$ cat src/rtl/fir_serial_rx.sv
// fir_serial_rx
//   Receives the FIR filter's LSB-first serial output, reassembles DATA_WIDTH-bit
//   signed samples and buffers them in a first-word-fall-through FIFO. The buffered
//   words are presented on a parallel valid/ready port.
//
// Ports
//   i_clk, i_rst          clock (rising edge), asynchronous active-high reset
//   i_en                  enable; gates only the start of a new serial word
//   i_din, i_din_valid    serial bit and its qualifier (held high for a whole word)
//   o_ready               back-pressure to the filter: serial bits are accepted
//   o_word, o_word_valid  FIFO head word and FIFO non-empty flag
//   i_word_ready          sink pops the head when o_word_valid && i_word_ready
//   o_frame_err           one-cycle pulse when a word is aborted mid-stream
//
// Optional build macro FIR_SERIAL_RX_STATS_EN adds:
//   o_word_count          committed-word counter (16 bits, wraps)
//   o_err_count           frame-error counter (8 bits, saturates at 8'hFF)

module fir_serial_rx #(
  parameter int DATA_WIDTH = 24,
  parameter int FIFO_DEPTH = 4
) (
  input  logic                  i_clk,
  input  logic                  i_rst,
  input  logic                  i_en,
  input  logic                  i_din,
  input  logic                  i_din_valid,
  output logic                  o_ready,
  output logic [DATA_WIDTH-1:0] o_word,
  output logic                  o_word_valid,
  input  logic                  i_word_ready,
`ifdef FIR_SERIAL_RX_STATS_EN
  output logic                  o_frame_err,
  output logic [15:0]           o_word_count,
  output logic [7:0]            o_err_count
`else
  output logic                  o_frame_err
`endif
);

  localparam int CNT_W = $clog2(DATA_WIDTH);
  localparam int PTR_W = $clog2(FIFO_DEPTH);
  localparam int LVL_W = $clog2(FIFO_DEPTH + 1);
  localparam logic [CNT_W-1:0] LAST_BIT = CNT_W'(DATA_WIDTH - 1);

  typedef enum logic [1:0] {IDLE, SHIFT, COMMIT} state_t;

  state_t                  state, state_nxt;
  logic [CNT_W-1:0]        cnt;
  logic signed [DATA_WIDTH-1:0] sr;
  logic                    ready_nxt;
  logic                    accept;
  logic                    abort;
  logic                    push;
  logic                    pop;
  logic                    full;

  logic signed [DATA_WIDTH-1:0] mem [FIFO_DEPTH];
  logic [PTR_W-1:0]        wr_ptr, rd_ptr;
  logic [LVL_W-1:0]        level;
  logic [DATA_WIDTH-1:0]   last_word;

  assign full         = (level == LVL_W'(FIFO_DEPTH));
  assign pop          = i_word_ready && (level != '0);
  assign o_word_valid = (level != '0);
  // When empty, show the most recently popped word rather than a stale slot.
  assign o_word       = (level != '0) ? mem[rd_ptr] : last_word;

  always_comb begin
    state_nxt = state;
    accept    = 1'b0;
    abort     = 1'b0;
    push      = 1'b0;
    case (state)
      IDLE: begin
        if (i_din_valid && o_ready) begin
          accept    = 1'b1;
          state_nxt = SHIFT;
        end
      end
      SHIFT: begin
        if (!i_din_valid) begin
          abort     = 1'b1;
          state_nxt = IDLE;
        end else begin
          accept = 1'b1;
          if (cnt == LAST_BIT) state_nxt = COMMIT;
        end
      end
      COMMIT: begin
        push      = 1'b1;
        state_nxt = IDLE;
      end
      default: state_nxt = IDLE;
    endcase
    // Re-arm only from a settled IDLE cycle, so every word is followed by
    // one COMMIT and one IDLE cycle before the next first bit can land.
    ready_nxt = (state_nxt == SHIFT) ||
                ((state == IDLE) && (state_nxt == IDLE) && i_en && !full);
  end

  always_ff @(posedge i_clk or posedge i_rst) begin
    if (i_rst) begin
      state       <= IDLE;
      cnt         <= '0;
      o_ready     <= 1'b0;
      o_frame_err <= 1'b0;
    end else begin
      state       <= state_nxt;
      o_ready     <= ready_nxt;
      o_frame_err <= abort;
      if (state_nxt == SHIFT) begin
        if (accept) cnt <= cnt + CNT_W'(1);
      end else begin
        cnt <= '0;
      end
    end
  end

  // LSB arrives first: shifting right leaves bit 0 at position 0 after a full word.
  always_ff @(posedge i_clk) begin
    if (accept) sr <= {i_din, sr[DATA_WIDTH-1:1]};
  end

  always_ff @(posedge i_clk) begin
    if (push) mem[wr_ptr] <= sr;
  end

  always_ff @(posedge i_clk or posedge i_rst) begin
    if (i_rst) begin
      wr_ptr    <= '0;
      rd_ptr    <= '0;
      level     <= '0;
      last_word <= '0;
    end else begin
      if (push) wr_ptr <= wr_ptr + PTR_W'(1);
      if (pop) begin
        rd_ptr    <= rd_ptr + PTR_W'(1);
        last_word <= mem[rd_ptr];
      end
      case ({push, pop})
        2'b10:   level <= level + LVL_W'(1);
        2'b01:   level <= level - LVL_W'(1);
        default: level <= level;
      endcase
    end
  end

`ifdef FIR_SERIAL_RX_STATS_EN
  always_ff @(posedge i_clk or posedge i_rst) begin
    if (i_rst) begin
      o_word_count <= '0;
      o_err_count  <= '0;
    end else begin
      if (state == COMMIT) o_word_count <= o_word_count + 16'd1;
      if (o_frame_err && (o_err_count != 8'hFF)) o_err_count <= o_err_count + 8'd1;
    end
  end
`endif

endmodule

$ cat config.mk
export PLATFORM = sky130hd
export DESIGN_NAME = fir_serial_rx
export DESIGN_NICKNAME = d
export VERILOG_FILES = /design/src/rtl/fir_serial_rx.sv
export SDC_FILE = /design/constraint.sdc
export NUM_CORES = 1
export LEC_CHECK = 0
export ABC_AREA = 0
export BUFFER_PORTS_ARGS = -buffer_cell sky130_fd_sc_hd__buf_2
export CAP_MARGIN = 5
export CORE_MARGIN = 5
export CORE_UTILIZATION = 50
export CTS_CLUSTER_SIZE = 12
export DETAILED_ROUTE_END_ITERATION = 7
export HOLD_SLACK_MARGIN = 0.15
export PLACE_DENSITY = 0.65
export SKIP_LAST_GASP = 1
export SYNTH_ARGS = -nofsm -noshare
export SYNTH_HDL_FRONTEND = slang
export SYNTH_SLANG_ARGS = --single-unit
$ cat constraint.sdc
create_clock -name i_clk -period 2.2 [get_ports i_clk]
set_input_delay 0.44 -clock i_clk [delete_from_list [all_inputs] [get_ports i_clk]]
set_output_delay 0.44 -clock i_clk [all_outputs]
set_load 0.05 [all_outputs]
Yosys cells after proc, flatten, opt, wreduce, memory -nomap -nowiden
Memory sizes are Yosys's and may differ from the RTL's.
Cells that the tools add are included.
- $add $sub $neg: 5
- eq/ne operators: 8
- multiplexer cells: 16
- reduce and logical (&&, ||, !) cells: 11
- operator list (cell ; count):
    $mux 24 ; 1
    $mux 5 ; 2
    $mux 1 ; 7
    $eq 2x1->1 const B ; 3
    $mux 2 ; 3
    $pmux 3 s2 ; 1
    $add 5x1->5 const B ; 1
    $eq 5x5->1 const B ; 1
    $logic_and 1x1->1 ; 5
    $add 2x1->2 const B ; 2
    $eq 2x2->1 const B ; 2
    $logic_not 2->1 ; 2
    $pmux 2 s2 ; 1
    $add 3x1->3 const B ; 1
    $eq 3x3->1 const B ; 1
    $reduce_bool 3->1 ; 1
    $sub 3x1->3 const B ; 1
    $ne 2x2->1 const B ; 1
    $pmux 1 s2 ; 1
    $reduce_bool 2->1 ; 1
    $logic_not 1->1 ; 1
    $logic_or 1x1->1 ; 1
- register bits: 64
- RAM bits: 96
- input bits: 6
- output and inout port bits: 27
- word-level logic and storage cells: 50
- memories kept: 1
- memory list (memory ; words ; width ; rd ports ; clocked after memory_dff ; write ports ; line ; text):
    mem ; 4 ; 24 ; 1 ; 0 ; 1 ; 58 ; logic signed [DATA_WIDTH-1:0] mem [FIFO_DEPTH];

Depth between registers and ports, before layout
- depth in word-level cells: 9
- mapped depth: 9
- mapped depth without buffers: 8

Least setup slack after synthesis
Ideal clock, no wire load.
- path type: input-to-reg
- from: input i_word_ready
- to: register level[2]
- library setup time: 0.080 ns
- arrival time: 1.916 ns
- required time: 2.120 ns
- path slack: 0.204 ns
- cell stages on the path: 9
- buffers on the path: 2
- cell sequence: o31a_1 > buf_2 > buf_2 > ha_1 > inv_1 > fa_1 > xor2_1 > nor2_1 > xnor2_1
- longest elaborated chain between the ends: 3
- elaborated cells on any way between the ends: 5
- those cells by class: eq/ne (2); mux (1); reduce/logical (2)
- ends and longest elaborated chain (element ; line ; text):
    from (decl) ; 31 ; input logic i_word_ready,
    $logic_and 1x1->1 * ; 64 ; assign pop = i_word_ready && (level != '0);
    via pop ; 55 ; logic pop;
    $eq 2x1->1 or $eq 2x2->1 (tied branches) ; 141 ; case ({push, pop})
    $pmux 3 s2 or $reduce_bool 2->1 (tied branches) ; -- ;
    to (signal assigned) ; 142 ; 2'b10: level <= level + LVL_W'(1);
    to (signal assigned) ; 143 ; 2'b01: level <= level - LVL_W'(1);
    to (signal assigned) ; 144 ; default: level <= level;
    to (decl) ; 60 ; logic [LVL_W-1:0] level;
Mark *: on every way through the listed nets, which the timed path passes. The rest lies on a longest branch.
A chain may end at the register's enable or synchronous reset.

Final worst setup path
- from: register rd_ptr[0]
- to: output o_word[17]
- longest elaborated chain between the ends: 2
- ends and longest elaborated chain (element ; line ; text):
    from (decl) ; 59 ; logic [PTR_W-1:0] wr_ptr, rd_ptr;
    from (signal assigned) ; 138 ; rd_ptr <= rd_ptr + PTR_W'(1);
    $mem_v2 4x24 ; -- ;
    $mux 24 ; 67 ; assign o_word = (level != '0) ? mem[rd_ptr] : last_word;
    to (decl) ; 29 ; output logic [DATA_WIDTH-1:0] o_word,
No other way between the ends.

==> metrics.txt <==
outcome finished with violations; violated checks setup timing; clk_lat worst skew 0.42 ns; min cycle time layout 2.502 ns; Max stage delay on crit path around 0.53 ns; PnR worst setup slack -0.3016 ns; drt drc 0; measured slew at the worst slew-check pin ~0.65 ns; Sink Count between 150 and 200; ANT nets after route 0; most frequent cells in the layout edfxtp_1 (120), dfrtp_1 (39), mux4_2 (24), mux2_2 (24), mux2_4 (24); final non-filler cell total between 500 and 600; critical path startpoint category register; Comb pwr share approximately 40%; DR vias/cell between 5 and 6; Arr. time, crit path 2.06 ns; Relative slew margins a little under three fifths; cell family with most CP delay multiplexers; vias in the first global route between 3000 and 4000; endpoint type of the worst setup path output pin; hold crit path type input pin to register; placer's final routability congestion estimate between 0.6 and 0.7; fmax approximately 0.4 GHz; Synth cell types 31; drt total wl between 10 and 15 mm; CTS buffer count 17; GRT Util Overall around 16%; Avg WL per Cell roughly 19 µm; biggest fanout along the worst timing path 7; synth warn 0; Cell Int Power 7.384 mW; area of the die between 10000 and 15000 µm²; fraction of layout cells with a size suffix above 1 between 40% and 50%; RSZ-0062 raised after global routing true; post-detail-place hpwl roughly 6.1 mm; largest net degree at the start of global routing 27; Sw Share roughly 33%; vias post-DR 2859; Max IR drop VDD a little under 0.0009 V; Pre-Repair DR Iteration Count 4; Worst-path clk slew roughly 0.060 ns; WP data required approximately 1.8 ns; Clock power frac 23.8%; GRT overflow 0; crit path cell chain clkbuf_16 -> mux4_2 -> mux2_4 -> buf_8; initial DRC count 187; Top Ports 33; CTS root buffer clkbuf_16; post-layout net count around 380; crit share post-route 113.7%; skew final about 0.0049 ns; syn avg cell area approximately 21 µm²; CTS HTree Levels 4; deepest clock path buffer count 2; CTS tree built; Fin. Hold Viols 0; Worst path slowest cell mux4_2; Core Footprint 12060 µm²; die width 121.2 µm; P_sw 3.648 mW; post-synthesis register bit count 160; first-pass GRT wire length about 17 mm; Min Hold Slack 0.1968 ns; Synth-to-Final Area Change 21.91%; Max-Cap Viols 0; final setup vio count 24; CP Class register to output pin; Leak between 2 and 3 nW; Crit path buffers/inverters 2; initial antenna violation count 0; Ant. Diodes 0; Die Y between 100 and 150 µm; Seq pwr share between 30% and 40%; cells after synthesis 300; Starting Density 51.27%; I/O Buffers 32; most common cell after layout, fill and taps aside edfxtp_1; DP Cell Count slightly above 500; max-slew violation count 0; filler instances roughly 850; pwr/cell area around 1500 nW/µm²; post-synthesis sequential area ratio between 70% and 80%; Mapped Area just over 6000 µm²; syn nets 313; Rows 40
-- sequential cells by signal, summed over array words and instances, names as in the netlist --
name	flops
last_word	24
state	2
rd_ptr	2
mem	96
cnt	5
sr	24
o_ready	1
level	3
wr_ptr	2
o_frame_err	1
-- worst register-to-register path, cell delays in order, from the launching register on --
cell and delay, ns:
dfrtp_1 0.41, nor2b_1 0.18, inv_1 0.06, ha_1 0.17
inv_1 0.06, fa_1 0.38, xor2_1 0.15, nor2_1 0.11
xnor2_1 0.12
-- logic make-up (layout without fill, tap and decap cells) --
logic type | Yosys count | in the layout | synth area share, %
flops | 160 | 160 | 74.46
xor+xnor | 8 | 8 | 1.133
buf+inv | 22 | 100 | 2.125
simple gates | 24 | 24 | 2.104
fa+ha+maj | 7 | 7 | 1.538
compound gates | 6 | 6 | 0.6272
mux | 73 | 73 | 18.01
-- per-layer routing --
metal | share of wire, % | up-vias | GRT usage (%)
met5 | 0 | - | 0
met4 | 1.6 | 0 | 5.042
met3 | 2.9 | 15 | 5.501
met2 | 51 | 43 | 25.39
met1 | 44 | 1503 | 20.65
li1 | - | 1298 | -
-- metrics by stage --
stage	worst slack, ns	cell area (µm²)	setup TNS, ns	power, mW	util [%]
6_report	-0.3016	7538	-6.233	11.03	62.50
5_1_grt	-0.3724	7538	-8.036	11.50	62.50
4_1_cts	-0.3318	7537	-7.166	11.12	62.49
3_5_place_dp	0.06988	6655	0	7.424	55.18
3_3_place_gp	0.1132	6655	0	7.345	55.18
2_1_floorplan	0.2037	6183	0	6.703	-
-- cell usage after synthesis (all sizes together) --
master | n | share of area (%)
xor2 | 3 | 0.43
clkbuf | 2 | 0.12
nor2 | 4 | 0.24
inv | 10 | 0.61
nand4 | 1 | 0.10
mux2i | 1 | 0.16
nor3 | 2 | 0.16
nand3 | 2 | 0.16
nand3b | 2 | 0.24
dfrtp | 40 | 16
nand2 | 4 | 0.24
mux4 | 24 | 9.1
edfxtp | 120 | 58
o31a | 1 | 0.14
xnor2 | 5 | 0.71
nor4 | 1 | 0.10
o311ai | 1 | 0.14
buf | 10 | 1.4
and2 | 4 | 0.40
a21oi | 1 | 0.081
ha | 6 | 1.2
o21ai | 2 | 0.16
a31oi | 1 | 0.10
nor2b | 2 | 0.20
nor3b | 2 | 0.24
fa | 1 | 0.32
mux2 | 48 | 8.7
-- timing repair --
item / in CTS / in global routing
gates resized for setup: 99 / 2
endpoints found under the setup margin: 24 / 24
hold buffers: 1 / 0
endpoints found under the hold margin: 14 / 0
setup buffers: 3 / 0
gates cloned: 1 / 0
-- power by group through the flow --
stage          clock, mW  sequential [mW]  combinational (mW)
3_5_place_dp           0             3.95                3.47
2_1_floorplan          0             3.89                2.82
4_1_cts             2.67             3.92                4.52
5_1_grt             2.82             3.97                4.71
3_3_place_gp           0             3.92                3.42
6_report            2.62             3.92                4.48
-- final cells by class --
class | count | area (µm²) | share of cell area (%)
Inverter | 10 | 37.54 | 0.4979
Multi-Input combinational cell | 118 | 1515 | 20.10
Tap cell | 168 | 210.2 | 2.788
Clock inverter | 12 | 95.09 | 1.261
Sequential cell | 160 | 4606 | 61.10
Timing Repair Buffer | 58 | 638.1 | 8.465
Clock buffer | 20 | 436.7 | 5.793
-- worst paths after layout --
path / from / to / slack (ns) / cells past startpoint
min in group asynchronous: i_rst / cnt[4]$_DFFE_PP0P_ / 0.58 / 3
worst max-delay path: rd_ptr[0]$_DFFE_PP0P_ / o_word[17] / -0.30 / 4
max in group asynchronous: i_rst / rd_ptr[0]$_DFFE_PP0P_ / 1.09 / 4
worst min register to register: cnt[0]$_DFFE_PP0P_ / cnt[0]$_DFFE_PP0P_ / 0.48 / 1
worst min-delay path: i_din / sr[23]$_DFFE_PP_ / 0.20 / 1
worst max register to register: state[1]$_DFF_PP0_ / level[2]$_DFFE_PP0P_ / 0.48 / 8
(Power assumes the default switching activity.)
